## config.mk

```make
export PLATFORM = sky130hd
export DESIGN_NAME = uart_rx_cfg
export DESIGN_NICKNAME = d
export VERILOG_FILES = /design/src/rtl/uart_rx_cfg_pkg.sv /design/src/rtl/uart_sync2.sv /design/src/rtl/uart_rx_cfg.sv
export SDC_FILE = /design/constraint.sdc
export NUM_CORES = 1
export LEC_CHECK = 0
export ABC_AREA = 1
export BUFFER_PORTS_ARGS = -buffer_cell sky130_fd_sc_hd__buf_2
export CAP_MARGIN = 0
export CORE_MARGIN = 4
export CORE_UTILIZATION = 45
export DETAILED_ROUTE_END_ITERATION = 16
export PLACE_DENSITY = 0.75
export RECOVER_POWER = 100
export SYNTH_ARGS = -nofsm -noshare
export SYNTH_HDL_FRONTEND = slang
export SYNTH_SLANG_ARGS = --single-unit
```

## constraint.sdc

```tcl
create_clock -name clk -period 2.1 [get_ports clk]
set_clock_uncertainty 0.2 [all_clocks]
set_input_delay 0.315 -clock clk [delete_from_list [all_inputs] [get_ports clk]]
set_output_delay 0.315 -clock clk [all_outputs]
set_load 0.02 [all_outputs]
```

## src/rtl/uart_rx_cfg_pkg.sv

```systemverilog
`default_nettype none
// ============================================================================
//  Module      : uart_rx_cfg_pkg
//  Description : Shared UART definitions: FSM state encodings, parity mode
//                encodings, default oversampling ratio, parity helper.
//                Also used by the transmitter successor.
//  Revision    : 1.0  initial release
// ============================================================================
package uart_rx_cfg_pkg;

    // Receiver FSM state encodings
    localparam logic [2:0] c_st_idle    = 3'd0;
    localparam logic [2:0] c_st_start   = 3'd1;
    localparam logic [2:0] c_st_data    = 3'd2;
    localparam logic [2:0] c_st_par     = 3'd3;
    localparam logic [2:0] c_st_stop    = 3'd4;
    localparam logic [2:0] c_st_wait_hi = 3'd5;

    // Parity mode encodings
    localparam logic [1:0] c_par_none = 2'd0;
    localparam logic [1:0] c_par_even = 2'd1;
    localparam logic [1:0] c_par_odd  = 2'd2;

    // Default number of br_tick pulses per bit period
    localparam int c_default_oversample = 16;

    // XOR of payload and received parity bit is 0 for a good even-parity
    // frame and 1 for a good odd-parity frame.
    function automatic logic parity_error(input logic xor_all, input logic [1:0] mode);
        return (mode == c_par_odd) ? ~xor_all : xor_all;
    endfunction

endpackage : uart_rx_cfg_pkg
`default_nettype wire

```

## src/rtl/uart_sync2.sv

```systemverilog
`default_nettype none
// ============================================================================
//  Module      : uart_sync2
//  Description : Two-flop synchroniser for a single asynchronous input, with
//                a configurable reset value (idle level of the line).
//  Revision    : 1.0  initial release
// ============================================================================
module uart_sync2 #(
    parameter logic RESET_VAL = 1'b1
) (
    input  logic clk,
    input  logic reset,
    input  logic i_d,
    output logic o_q
);

    logic [1:0] r_sync;

    // Shift the asynchronous input through two flops
    always_ff @(posedge clk or posedge reset) begin
        if (reset) begin
            r_sync <= {2{RESET_VAL}};
        end else begin
            r_sync <= {r_sync[0], i_d};
        end
    end

    assign o_q = r_sync[1];

endmodule : uart_sync2
`default_nettype wire

```

## src/rtl/uart_rx_cfg.sv

```systemverilog
`default_nettype none
// ============================================================================
//  Module      : uart_rx_cfg
//  Description : Parametrised oversampling UART receiver with input
//                synchroniser, start-bit glitch rejection, optional parity
//                and one or two stop bits with framing error detection.
//  Revision    : 1.0  initial release
// ============================================================================
module uart_rx_cfg
    import uart_rx_cfg_pkg::*;
#(
    parameter int DATA_BITS  = 8,
    parameter int OVERSAMPLE = c_default_oversample,
    parameter int PARITY     = 0,
    parameter int STOP_BITS  = 1
) (
    input  logic                 clk,
    input  logic                 reset,
    input  logic                 rx,
    input  logic                 br_tick,
    output logic [DATA_BITS-1:0] rx_data,
    output logic                 rx_done,
    output logic                 parity_err,
    output logic                 frame_err,
    output logic                 busy
);

    localparam int c_tick_w = $clog2(OVERSAMPLE);
    localparam int c_bit_w  = $clog2(DATA_BITS + 1);

    localparam logic [c_tick_w-1:0] c_tick_half = c_tick_w'(OVERSAMPLE / 2 - 1);
    localparam logic [c_tick_w-1:0] c_tick_last = c_tick_w'(OVERSAMPLE - 1);
    localparam logic [c_bit_w-1:0]  c_bit_last  = c_bit_w'(DATA_BITS - 1);
    localparam logic [c_bit_w-1:0]  c_stop_last = c_bit_w'(STOP_BITS - 1);
    localparam logic [1:0]          c_par_mode  = 2'(PARITY);

    logic                 w_rx_s;
    logic [2:0]           r_state,      w_state_next;
    logic [c_tick_w-1:0]  r_tick_cnt,   w_tick_next;
    logic [c_bit_w-1:0]   r_bit_cnt,    w_bit_next;
    logic [DATA_BITS-1:0] r_sh,         w_sh_next;
    logic                 r_p_err,      w_p_err_next;
    logic                 r_f_err,      w_f_err_next;
    logic [DATA_BITS-1:0] r_rx_data,    w_rx_data_next;
    logic                 r_rx_done,    w_rx_done_next;
    logic                 r_parity_err, w_parity_err_next;
    logic                 r_frame_err,  w_frame_err_next;
    logic                 w_busy;
    logic                 w_stop_ferr;

    uart_sync2 #(
        .RESET_VAL (1'b1)
    ) u_sync (
        .clk   (clk),
        .reset (reset),
        .i_d   (rx),
        .o_q   (w_rx_s)
    );

    // Framing error accumulated including the stop sample being taken now
    assign w_stop_ferr = r_f_err | ~w_rx_s;

    // State, counters, shift register and output registers
    always_ff @(posedge clk or posedge reset) begin
        if (reset) begin
            r_state      <= c_st_idle;
            r_tick_cnt   <= '0;
            r_bit_cnt    <= '0;
            r_sh         <= '0;
            r_p_err      <= 1'b0;
            r_f_err      <= 1'b0;
            r_rx_data    <= '0;
            r_rx_done    <= 1'b0;
            r_parity_err <= 1'b0;
            r_frame_err  <= 1'b0;
        end else begin
            r_state      <= w_state_next;
            r_tick_cnt   <= w_tick_next;
            r_bit_cnt    <= w_bit_next;
            r_sh         <= w_sh_next;
            r_p_err      <= w_p_err_next;
            r_f_err      <= w_f_err_next;
            r_rx_data    <= w_rx_data_next;
            r_rx_done    <= w_rx_done_next;
            r_parity_err <= w_parity_err_next;
            r_frame_err  <= w_frame_err_next;
        end
    end

    // Next-state logic: sample on br_tick at bit centres, counters clear on every transition
    always_comb begin
        w_state_next      = r_state;
        w_tick_next       = r_tick_cnt;
        w_bit_next        = r_bit_cnt;
        w_sh_next         = r_sh;
        w_p_err_next      = r_p_err;
        w_f_err_next      = r_f_err;
        w_rx_data_next    = r_rx_data;
        w_rx_done_next    = 1'b0;
        w_parity_err_next = r_parity_err;
        w_frame_err_next  = r_frame_err;

        case (r_state)
            c_st_idle: begin
                w_tick_next = '0;
                if (!w_rx_s) begin
                    w_state_next = c_st_start;
                    w_bit_next   = '0;
                    w_p_err_next = 1'b0;
                    w_f_err_next = 1'b0;
                end
            end
            c_st_start: begin
                if (br_tick) begin
                    if (r_tick_cnt == c_tick_half) begin
                        // Line back high at the start-bit centre is a glitch
                        w_state_next = w_rx_s ? c_st_idle : c_st_data;
                        w_tick_next  = '0;
                    end else begin
                        w_tick_next = r_tick_cnt + 1'b1;
                    end
                end
            end
            c_st_data: begin
                if (br_tick) begin
                    if (r_tick_cnt == c_tick_last) begin
                        w_sh_next   = {w_rx_s, r_sh[DATA_BITS-1:1]};
                        w_bit_next  = r_bit_cnt + 1'b1;
                        w_tick_next = '0;
                        if (r_bit_cnt == c_bit_last) begin
                            w_state_next = (c_par_mode != c_par_none) ? c_st_par : c_st_stop;
                            w_bit_next   = '0;
                        end
                    end else begin
                        w_tick_next = r_tick_cnt + 1'b1;
                    end
                end
            end
            c_st_par: begin
                if (br_tick) begin
                    if (r_tick_cnt == c_tick_last) begin
                        w_p_err_next = parity_error(^r_sh ^ w_rx_s, c_par_mode);
                        w_state_next = c_st_stop;
                        w_tick_next  = '0;
                        w_bit_next   = '0;
                    end else begin
                        w_tick_next = r_tick_cnt + 1'b1;
                    end
                end
            end
            c_st_stop: begin
                if (br_tick) begin
                    if (r_tick_cnt == c_tick_last) begin
                        w_f_err_next = w_stop_ferr;
                        w_tick_next  = '0;
                        if (r_bit_cnt == c_stop_last) begin
                            // Frame complete: publish payload and flags, leave mid stop bit
                            w_rx_data_next    = r_sh;
                            w_parity_err_next = r_p_err;
                            w_frame_err_next  = w_stop_ferr;
                            w_rx_done_next    = 1'b1;
                            w_bit_next        = '0;
                            w_state_next      = w_stop_ferr ? c_st_wait_hi : c_st_idle;
                        end else begin
                            w_bit_next = r_bit_cnt + 1'b1;
                        end
                    end else begin
                        w_tick_next = r_tick_cnt + 1'b1;
                    end
                end
            end
            c_st_wait_hi: begin
                // Hold off until a break releases so it reports only one frame
                w_tick_next = '0;
                if (w_rx_s) begin
                    w_state_next = c_st_idle;
                end
            end
            default: begin
                w_state_next = c_st_idle;
                w_tick_next  = '0;
                w_bit_next   = '0;
            end
        endcase
    end

    // Output decode: busy in every state except IDLE
    always_comb begin
        w_busy = (r_state != c_st_idle);
    end

    assign rx_data    = r_rx_data;
    assign rx_done    = r_rx_done;
    assign parity_err = r_parity_err;
    assign frame_err  = r_frame_err;
    assign busy       = w_busy;

endmodule : uart_rx_cfg
`default_nettype wire

```

### Yosys cells after proc, flatten, opt, wreduce, memory -nomap -nowiden

Index checks and enable logic that the tools add are counted.

* flip-flop bits (word level): 34
* input bits: 4
* output and inout port bits: 12

* add/sub/neg operators: 2
* equal/unequal tests: 21
* multiplexer cells: 41
* bitwise operators: 4
* reduce and logical (&&, ||, !) cells: 15

Operator list (count)
* $mux W4: 13
* $mux W3: 13
* $ne A2 B2 Y1 const B: 11
* $pmux W4 S5: 1
* $pmux W3 S6: 1
* $reduce_and A12 Y1: 1
* $reduce_and A4 Y1: 3
* $mux W1: 9
* $add A4 B1 Y4 const B: 2
* $eq A4 B3 Y1 const B: 2
* $pmux W4 S2: 1
* $reduce_and A8 Y1: 1
* $reduce_xor A8 Y1: 1
* $eq A3 B2 Y1 const B: 2
* $eq A3 B3 Y1 const B: 2
* $eq A4 B4 Y1 const B: 1
* $logic_not A4 Y1: 1
* $ne A2 B1 Y1 const B: 2
* $pmux W1 S2: 2
* $reduce_bool A2 Y1: 2
* $eq A3 B1 Y1 const B: 1
* $logic_not A3 Y1: 1
* $reduce_and A3 Y1: 1
* $reduce_bool A3 Y1: 1
* other kinds (7): 8

### Depth between registers and ports, before layout

Gate-level depths: netlist of run 1.

* word-level depth: 7
* mapped depth: 10
* depth with buffers taken out: 10

### Cells and area by module

Synthesis of run 1 repeated with hierarchy kept, for this count alone.

* cells, all modules: 245
* area total of the unflattened synthesis: 1914.3 um^2

By module, submodules not included
* uart_rx_cfg: instances 1, cells an instance 242, area an instance 1858.0 um^2, sequential area each 800.8 um^2
* uart_sync2: instances 1, cells an instance 3, area an instance 56.3 um^2, sequential area each 52.6 um^2

### Least setup slack after synthesis of run 1

Ideal clock, no wire load.

* kind: register to register
* start: register r_tick_cnt[0]
* end: register r_sh[7]
* data arrival time: 1.282 ns
* required time: 1.779 ns
* setup slack: 0.496 ns
* cell stages (with the launch flop): 10
* cell sequence: dfrtp_1 ha_1 nand2_1 inv_2 nand2_1 nor2_4 nand3_2 buf_6 nand2_1 o21ai_2

* longest elaborated chain between the ends: 2

Ends and longest elaborated chain
* from (decl): RTL line uart_rx_cfg.sv:39 `logic [c_tick_w-1:0] r_tick_cnt, w_tick_next;`
* from (signal assigned): RTL line uart_rx_cfg.sv:78 `r_tick_cnt <= w_tick_next;`
* $eq A4 B4 Y1: RTL line uart_rx_cfg.sv:126 `if (r_tick_cnt == c_tick_last) begin`
* $reduce_and A3 Y1 (no line)
* to (signal assigned): RTL line uart_rx_cfg.sv:80 `r_sh <= w_sh_next;`
* to (decl): RTL line uart_rx_cfg.sv:41 `logic [DATA_BITS-1:0] r_sh, w_sh_next;`

No other way between the ends.
A chain may end at the register's enable or synchronous reset.

### Final worst setup path of run 1

* start: register r_tick_cnt[0]
* end: register r_rx_data[6], in the netlist rx_data[6]

* longest elaborated chain between the ends: 2

Ends and longest elaborated chain
* $eq A4 B4 Y1: RTL line uart_rx_cfg.sv:153 `if (r_tick_cnt == c_tick_last) begin`
* $reduce_and A4 Y1 (no line)
* to (signal assigned): RTL line uart_rx_cfg.sv:83 `r_rx_data <= w_rx_data_next;`
* to (decl): RTL line uart_rx_cfg.sv:44 `logic [DATA_BITS-1:0] r_rx_data, w_rx_data_next;`

No other way between the ends.

==> out/results.txt, run 1 <==
outcome -> completed
Syn-to-layout area delta -> 12.78%
PwrDens -> 1079 mW/mm2
Avg WL per Cell -> 11.30 um
sequential-to-total area share from yosys stat -> 47.63%
Setup crit start kind -> flop
Hold Path Class -> reg2reg
XOR/XNOR Fraction of Synth Area -> 1.955%
Mapped Nets -> 231
DR vias/cell -> 4.882
CTS root buf -> clkbuf_8
CP Capture Type -> flop
r2r startpoint -> r_tick_cnt[0]
Compound-Gate Fraction of Synth Area -> 11.38%
Rel. slew slack -> 61.61%
1st-pass router iterations -> 4
total vias in the final route -> 1450
most common cell after layout, fill and taps aside -> nand2_1
cell leakage power -> 0.001011 uW
clk buf depth -> 2
# H-tree levels -> 2
GPL Wtd Cong -> 0.8292
Max-Cap Viols -> 0
Skew-Pair Late Insertion Delay -> 0.29 ns
Total GRT Usage -> 15.01%
GRT overflow -> 0
Worst EP required -> 2.06 ns
clock sink total -> 34
hold path start -> u_sync.r_sync[0]
actual slew at the worst max-slew pin -> 0.5699 ns
Design Area, Final -> 0.002021 mm2
main combinational cell family by area after synthesis -> simple AND/OR/NAND/NOR gates
row count -> 22
Adder-Cell Fraction of Synth Area -> 2.095%
DP HPWL -> 2490 um
arrival time worst endpoint -> 1.84 ns
io pins -> 16
storage element area -> 853.3 um2
synthesized flop and latch total -> 34
# Post-CTS Setup Buffers -> 0
Ys Warns -> 0
area of the multi-input gates -> 759.5 um2
critical path type -> reg2reg
number of fill cells -> 388
CORE AREA -> 0.003744 mm2
Max Freq -> 534.3 MHz
# diodes -> 0
CTS tree -> done
Slew Viols, Final -> 0
Synth Area in Simple Gates -> 29.61%
Detail Route Antenna Nets -> 0
vias in the first global route -> 1353
Final Hold Vio Count -> 0
post-cts resize count -> 0
multiplexer area fraction after synthesis -> 0%
CP max FO -> 10
largest net degree at the start of global routing -> 23
synthesized area -> 0.001792 mm2
Final setup viols -> 0
leading cell types in the layout, fill and taps excluded -> nand2_1, dfrtp_1, inv_1, o21ai_0
Critical Path Source -> r_tick_cnt[0]
Initial Util -> 47.86%
clock-pin slew on the worst setup and hold paths -> 0.07 ns
global-route wire length before repair -> 6044 um
worst vdd rail ir drop -> 0.0007930 V
count of different cell masters after synthesis -> 23
unrepaired setup endpoints after global routing -> no
initial antenna violation count -> 0
fin crit period -> 1.872 ns
Post-Route WL -> 3355 um
DRC viols -> 0
Syn Inst Count -> 224
Num CTS Buffers -> 5
Die Footprint -> 0.005055 mm2
Mean Syn Cell Area -> 7.999 um2
TNS Setup -> 0 ns
final worst path period share -> 89.12%
fraction of layout cells with a size suffix above 1 -> 10.44%
area post-placement -> 0.001936 mm2
fin nets -> 255
Port Buf Inserts -> 15
Die Y -> 71.10 um
die width -> 71.10 um
Detailed Route Iter0 Violations -> 54
[through the flow]
step	setup slack, ns	instances	utilization [%]	total power [uW]	hold slack (ns)
3_5_place_dp	0.2500	287	51.70	1474	0.1535
5_1_grt	0.04367	297	53.98	2343	0.1684
4_1_cts	0.2408	297	56.05	2242	0.1644
6_report	0.2285	297	53.98	2180	0.1630
3_3_place_gp	0.3148	287	51.70	1461	0.1460
2_1_floorplan	0.4965	224	-	1326	0.1195
[per-layer routing]
| layer | part of all wire [%] | wire length [um] | vias to the layer above | track usage (%) |
|---|---|---|---|---|
| li1 | - | - | 755 | - |
| met1 | 49 | 1630 | 666 | 19.86 |
| met2 | 46 | 1539 | 24 | 23.48 |
| met3 | 3.9 | 132 | 5 | 3.693 |
| met4 | 1.6 | 53 | 0 | 6.263 |
| met5 | 0 | 0 | - | 0 |
[synthesized netlist by cell type (all sizes together)]
master / count / share of area [%]
dfrtp: 32 / 45
xnor2: 2 / 0.98
ha: 3 / 2.1
buf: 1 / 0.63
dfstp: 2 / 2.9
xor2: 2 / 0.98
nor2: 18 / 5.6
o211ai: 1 / 0.42
nand3: 15 / 5.3
nand4: 4 / 1.4
nand3b: 2 / 0.84
a21oi: 3 / 0.84
o21ai: 28 / 9.7
o31ai: 1 / 0.42
inv: 32 / 6.7
nand2: 78 / 16
[critical path, cell delays in order (launching register included)]
cell      delay [ns]
dfrtp_1         0.37
ha_1            0.17
nand2_1         0.07
clkinv_1        0.06
nand2_1         0.09
nor2_4          0.16
nand3_1         0.37
nand2_1         0.18
o21ai_0         0.09
[layout make-up]
class	count	area share, %
flip-flops and latches	34	42.23
multi-input cells	157	37.59
inverters	32	5.944
repair buffers	18	4.211
clock buffers	6	4.087
clock inverters	2	2.972
well taps	48	2.972
[sequential cells by signal, indices dropped and copies added, names as in the netlist]
name and flops:
r_sh 8, rx_data 8, r_bit_cnt 4, r_tick_cnt 4, r_state 3, u_sync.r_sync 2
frame_err 1, parity_err 1, r_f_err 1, r_p_err 1, rx_done 1
[power by group]
part / internal (uW) / leakage [uW] / switching, uW
Combinational: 190 / 0.000478 / 464
Clock: 506 / 0.0000714 / 239
Sequential: 720 / 0.000462 / 61.0
Total: 1420 / 0.00101 / 764
[kinds of logic (layout without fill, tap and decap cells)]
family,count (synthesis),in the layout
buffers and inverters,33,58
AND/OR/NAND/NOR,117,117
adder cells (fa/ha/maj),3,3
XOR/XNOR,4,4
AO/OA/AOI/OAI,33,33
flip-flops,34,34
[path summary, 6_finish.rpt]
| check | to | slack, ns | depth (start not counted) |
|---|---|---|---|
| setup / recovery | rx_data[6] | 0.23 | 8 |
| hold / removal | u_sync.r_sync[1] | 0.16 | 0 |
| setup reg to reg | rx_data[6] | 0.23 | 8 |
| hold reg to reg | u_sync.r_sync[1] | 0.16 | 0 |
| max in group asynchronous | r_bit_cnt[3] | 0.42 | 4 |
| min in group asynchronous | r_state[1] | 0.40 | 3 |
[what timing repair did]
item / in CTS / in global routing
hold endpoints to repair: 11 / 0
hold buffers: 2 / 0
setup endpoints to repair: 0 / 0
Power figures use the tool's default switching activity.
==> run 2: changes to the inputs <==
SYNTH_HIERARCHICAL = 1   (was unset)
==> run 2 against run 1 <==
  * Non-clock buffer count stayed put
  * Utilization is 3.2 points lower
  * Clock-buffer cell count is 2 higher
  * Sequential power is 3.8% lower
  * Worst hold slack worse by 0.0080 ns
  * Critical path type unchanged
==> out/results.txt, run 2 <==
Syn-to-layout area delta -> 7.582% (was 12.78%)
total vias in the final route -> 1511 (was 1450)
number of synthesized flops with an enable pin -> 0 (unchanged)
Synth top cells by count -> nand2_1, dfrtp_1, inv_1, o21ai_0, nand3_1 (was nand2_1, dfrtp_1, inv_1, nor2_1, o21ai_0)
internal power -> 1087 uW (was 1416 uW)
Worst EP required -> 2.06 ns (about the same)
PwrDens -> 822.8 mW/mm2 (was 1079 mW/mm2)
fraction of layout cells with a size suffix above 1 -> 9.811% (was 10.44%)
register-to-register setup slack -> 0.19 ns (was 0.23 ns)
most common cell after layout, fill and taps aside -> nand2_1 (unchanged)
Skew-Pair Late Insertion Delay -> 0.28 ns (was 0.29 ns)
Ys Warns -> 6 (was 0)
DP HPWL -> 2505 um (was 2490 um)
switching fraction of total power -> 35.86% (was 35.03%)
actual slew at the worst max-slew pin -> 0.7788 ns (was 0.5699 ns)
fin crit period -> 1.905 ns (was 1.872 ns)
critical path type -> reg2reg (unchanged)
Rel. slew slack -> 48.08% (was 61.61%)
Setup crit start kind -> flop (unchanged)
leading cell types in the layout, fill and taps excluded -> nand2_1, dfrtp_1, inv_1, o21ai_0, nand3_1 (was nand2_1, dfrtp_1, inv_1, o21ai_0)
Syn Inst Count -> 245 (was 224)
Synth Flop Type -> dfrtp_1 (unchanged)
# H-tree levels -> 2 (unchanged)
final worst path period share -> 90.74% (was 89.12%)
NetSw -> 607.7 uW (was 763.9 uW)
Reg2Reg Depth -> 10 (was 8)
# diodes -> 0 (unchanged)
Detail Route Antenna Nets -> 0 (unchanged)
Reg power frac -> 44.3% (was 35.8%)
Num CTS Buffers -> 5 (unchanged)
worst vdd rail ir drop -> 0.0004632 V (was 0.0007930 V)
most common cell in the synthesized netlist -> nand2_1 (unchanged)
Total GRT Usage -> 15.01% (about the same)
post-synth top area share -> 41.83% (was 44.69%)
sequential-to-total area share from yosys stat -> 44.58% (was 47.63%)
cell leakage power -> 0.001077 uW (was 0.001011 uW)
Hold Path Stages -> 0 (unchanged)
Port Buf Inserts -> 15 (unchanged)
initial antenna violation count -> 0 (unchanged)
TNS Setup -> 0 ns (unchanged)
Avg WL per Cell -> 10.81 um (was 11.30 um)
io pins -> 16 (unchanged)
DRC viols -> 0 (unchanged)
Max Freq -> 524.8 MHz (was 534.3 MHz)
Mean Syn Cell Area -> 7.814 um2 (was 7.999 um2)
fin util -> 50.76% (was 53.98%)
Slew Viols, Final -> 0 (unchanged)
Clk pwr share -> 26.5% (was 34.2%)
vias in the first global route -> 1415 (was 1353)
CORE AREA -> 0.004058 mm2 (was 0.003744 mm2)
Die Y -> 73.23 um (was 71.10 um)
arrival time worst endpoint -> 1.87 ns (was 1.84 ns)
Max-Cap Viols -> 0 (unchanged)
Initial Util -> 47.18% (was 47.86%)
Post-synth ARST share -> 100.0% (unchanged)
Detailed Route Iter0 Violations -> 66 (was 54)
CP max FO -> 4 (was 10)
row count -> 23 (was 22)
post-synth top area cell -> dfrtp_1 (unchanged)
CTS tree -> done (unchanged)
largest net degree at the start of global routing -> 33 (was 23)
DR vias/cell -> 4.797 (was 4.882)
outcome -> completed (unchanged)
fin nets -> 271 (was 255)
clock-pin slew on the worst setup and hold paths -> 0.06 ns (was 0.07 ns)
CP Capture Type -> flop (unchanged)
Final setup viols -> 0 (unchanged)
synthesized area -> 0.001914 mm2 (was 0.001792 mm2)
global-route wire length before repair -> 6292 um (was 6044 um)
CTS root buf -> clkbuf_8 (unchanged)
GRT overflow -> 0 (unchanged)
Final Hold Vio Count -> 0 (unchanged)
count of different cell masters after synthesis -> 27 (was 23)
Logic pwr share -> 29.2% (was 30.0%)
clk buf depth -> 2 (unchanged)
Post-Route WL -> 3405 um (was 3355 um)
die width -> 73.23 um (was 71.10 um)
Hold Path Class -> reg2reg (unchanged)
Synth area leaders -> dfrtp_1, nand2_1, inv_1 (unchanged)
GPL Wtd Cong -> 0.8838 (was 0.8292)
worst hold margin -> 0.1550 ns (was 0.1630 ns)
unrepaired setup endpoints after global routing -> no (unchanged)
1st-pass router iterations -> 4 (unchanged)
synthesized flop and latch total -> 34 (unchanged)
Die Footprint -> 0.005362 mm2 (was 0.005055 mm2)
clock sink total -> 34 (unchanged)
Mapped Nets -> 252 (was 231)
## run 2: worst paths after layout
check / startpoint / endpoint
min: u_sync/r_sync[0] / u_sync/r_sync[1]
min in group asynchronous: reset / u_sync/r_sync[0]
max reg2reg: r_tick_cnt[0] / r_state[1]
max: r_tick_cnt[0] / r_state[1]
min reg2reg: u_sync/r_sync[0] / u_sync/r_sync[1]
max in group asynchronous: reset / r_tick_cnt[2]
## run 2: cell type report
cell class | count | area (um2)
clock buffer | 8 | 80.08
sequential | 34 | 853.3
tap | 50 | 62.56
inverter | 32 | 120.1
multi-input combinational | 173 | 858.3
fill | 396 | 1998
timing repair buffer | 18 | 85.08
## run 2: metrics by stage
stage               instance area, um2  total power [uW]  std cells  setup WS (ns)
detailed placement                2022              1297        305         0.2749
global route                      2059              1840        315        0.02554
global placement                  2022              1289        305         0.3139
finish                            2059              1695        315         0.1945
floorplan                         1914              1189        245         0.4527
CTS                               2122              1763        315         0.2455
## run 2: power groups by stage
stage	registers, uW	logic [uW]	clock network, uW
after floorplan	752	436	0
after global placement	761	528	0
after detailed placement	762	535	0
after CTS	750	541	473
after global routing	755	580	505
final	751	494	450
## run 2: cell families after synthesis
kind of cell | synth area share, %
adders and majority gates | 1.961
and+or+nand+nor | 31.31
xor gates and xnor gates | 3.203
DFF | 44.58
AOI/OAI and AO/OA | 10.72
buffers and inverters | 8.235
## run 2: routing by layer
| metal | global-route usage, % | wire (um) |
|---|---|---|
| met1 | 19.91 | 1682 |
| met2 | 23.04 | 1573 |
| met3 | 4.270 | 115 |
| met4 | 5.943 | 34 |
| met5 | 0 | 0 |
## run 2: repair_timing
action / in CTS / in global routing
setup buffers: 0 / 0
hold buffers: 2 / 0
resized for setup: 0 / 0
hold endpoints to repair: 35 / 0
## run 2: worst max-delay path, stage by stage, from the launching register on
cell and delay [ns]:
dfrtp_1 0.38, ha_1 0.18, nand2_1 0.09, nor2_2 0.14
nand2_2 0.12, nand2_2 0.09, nand2_2 0.09, nor2_1 0.27
nand2_2 0.11, nand2_1 0.07, nand2_1 0.06
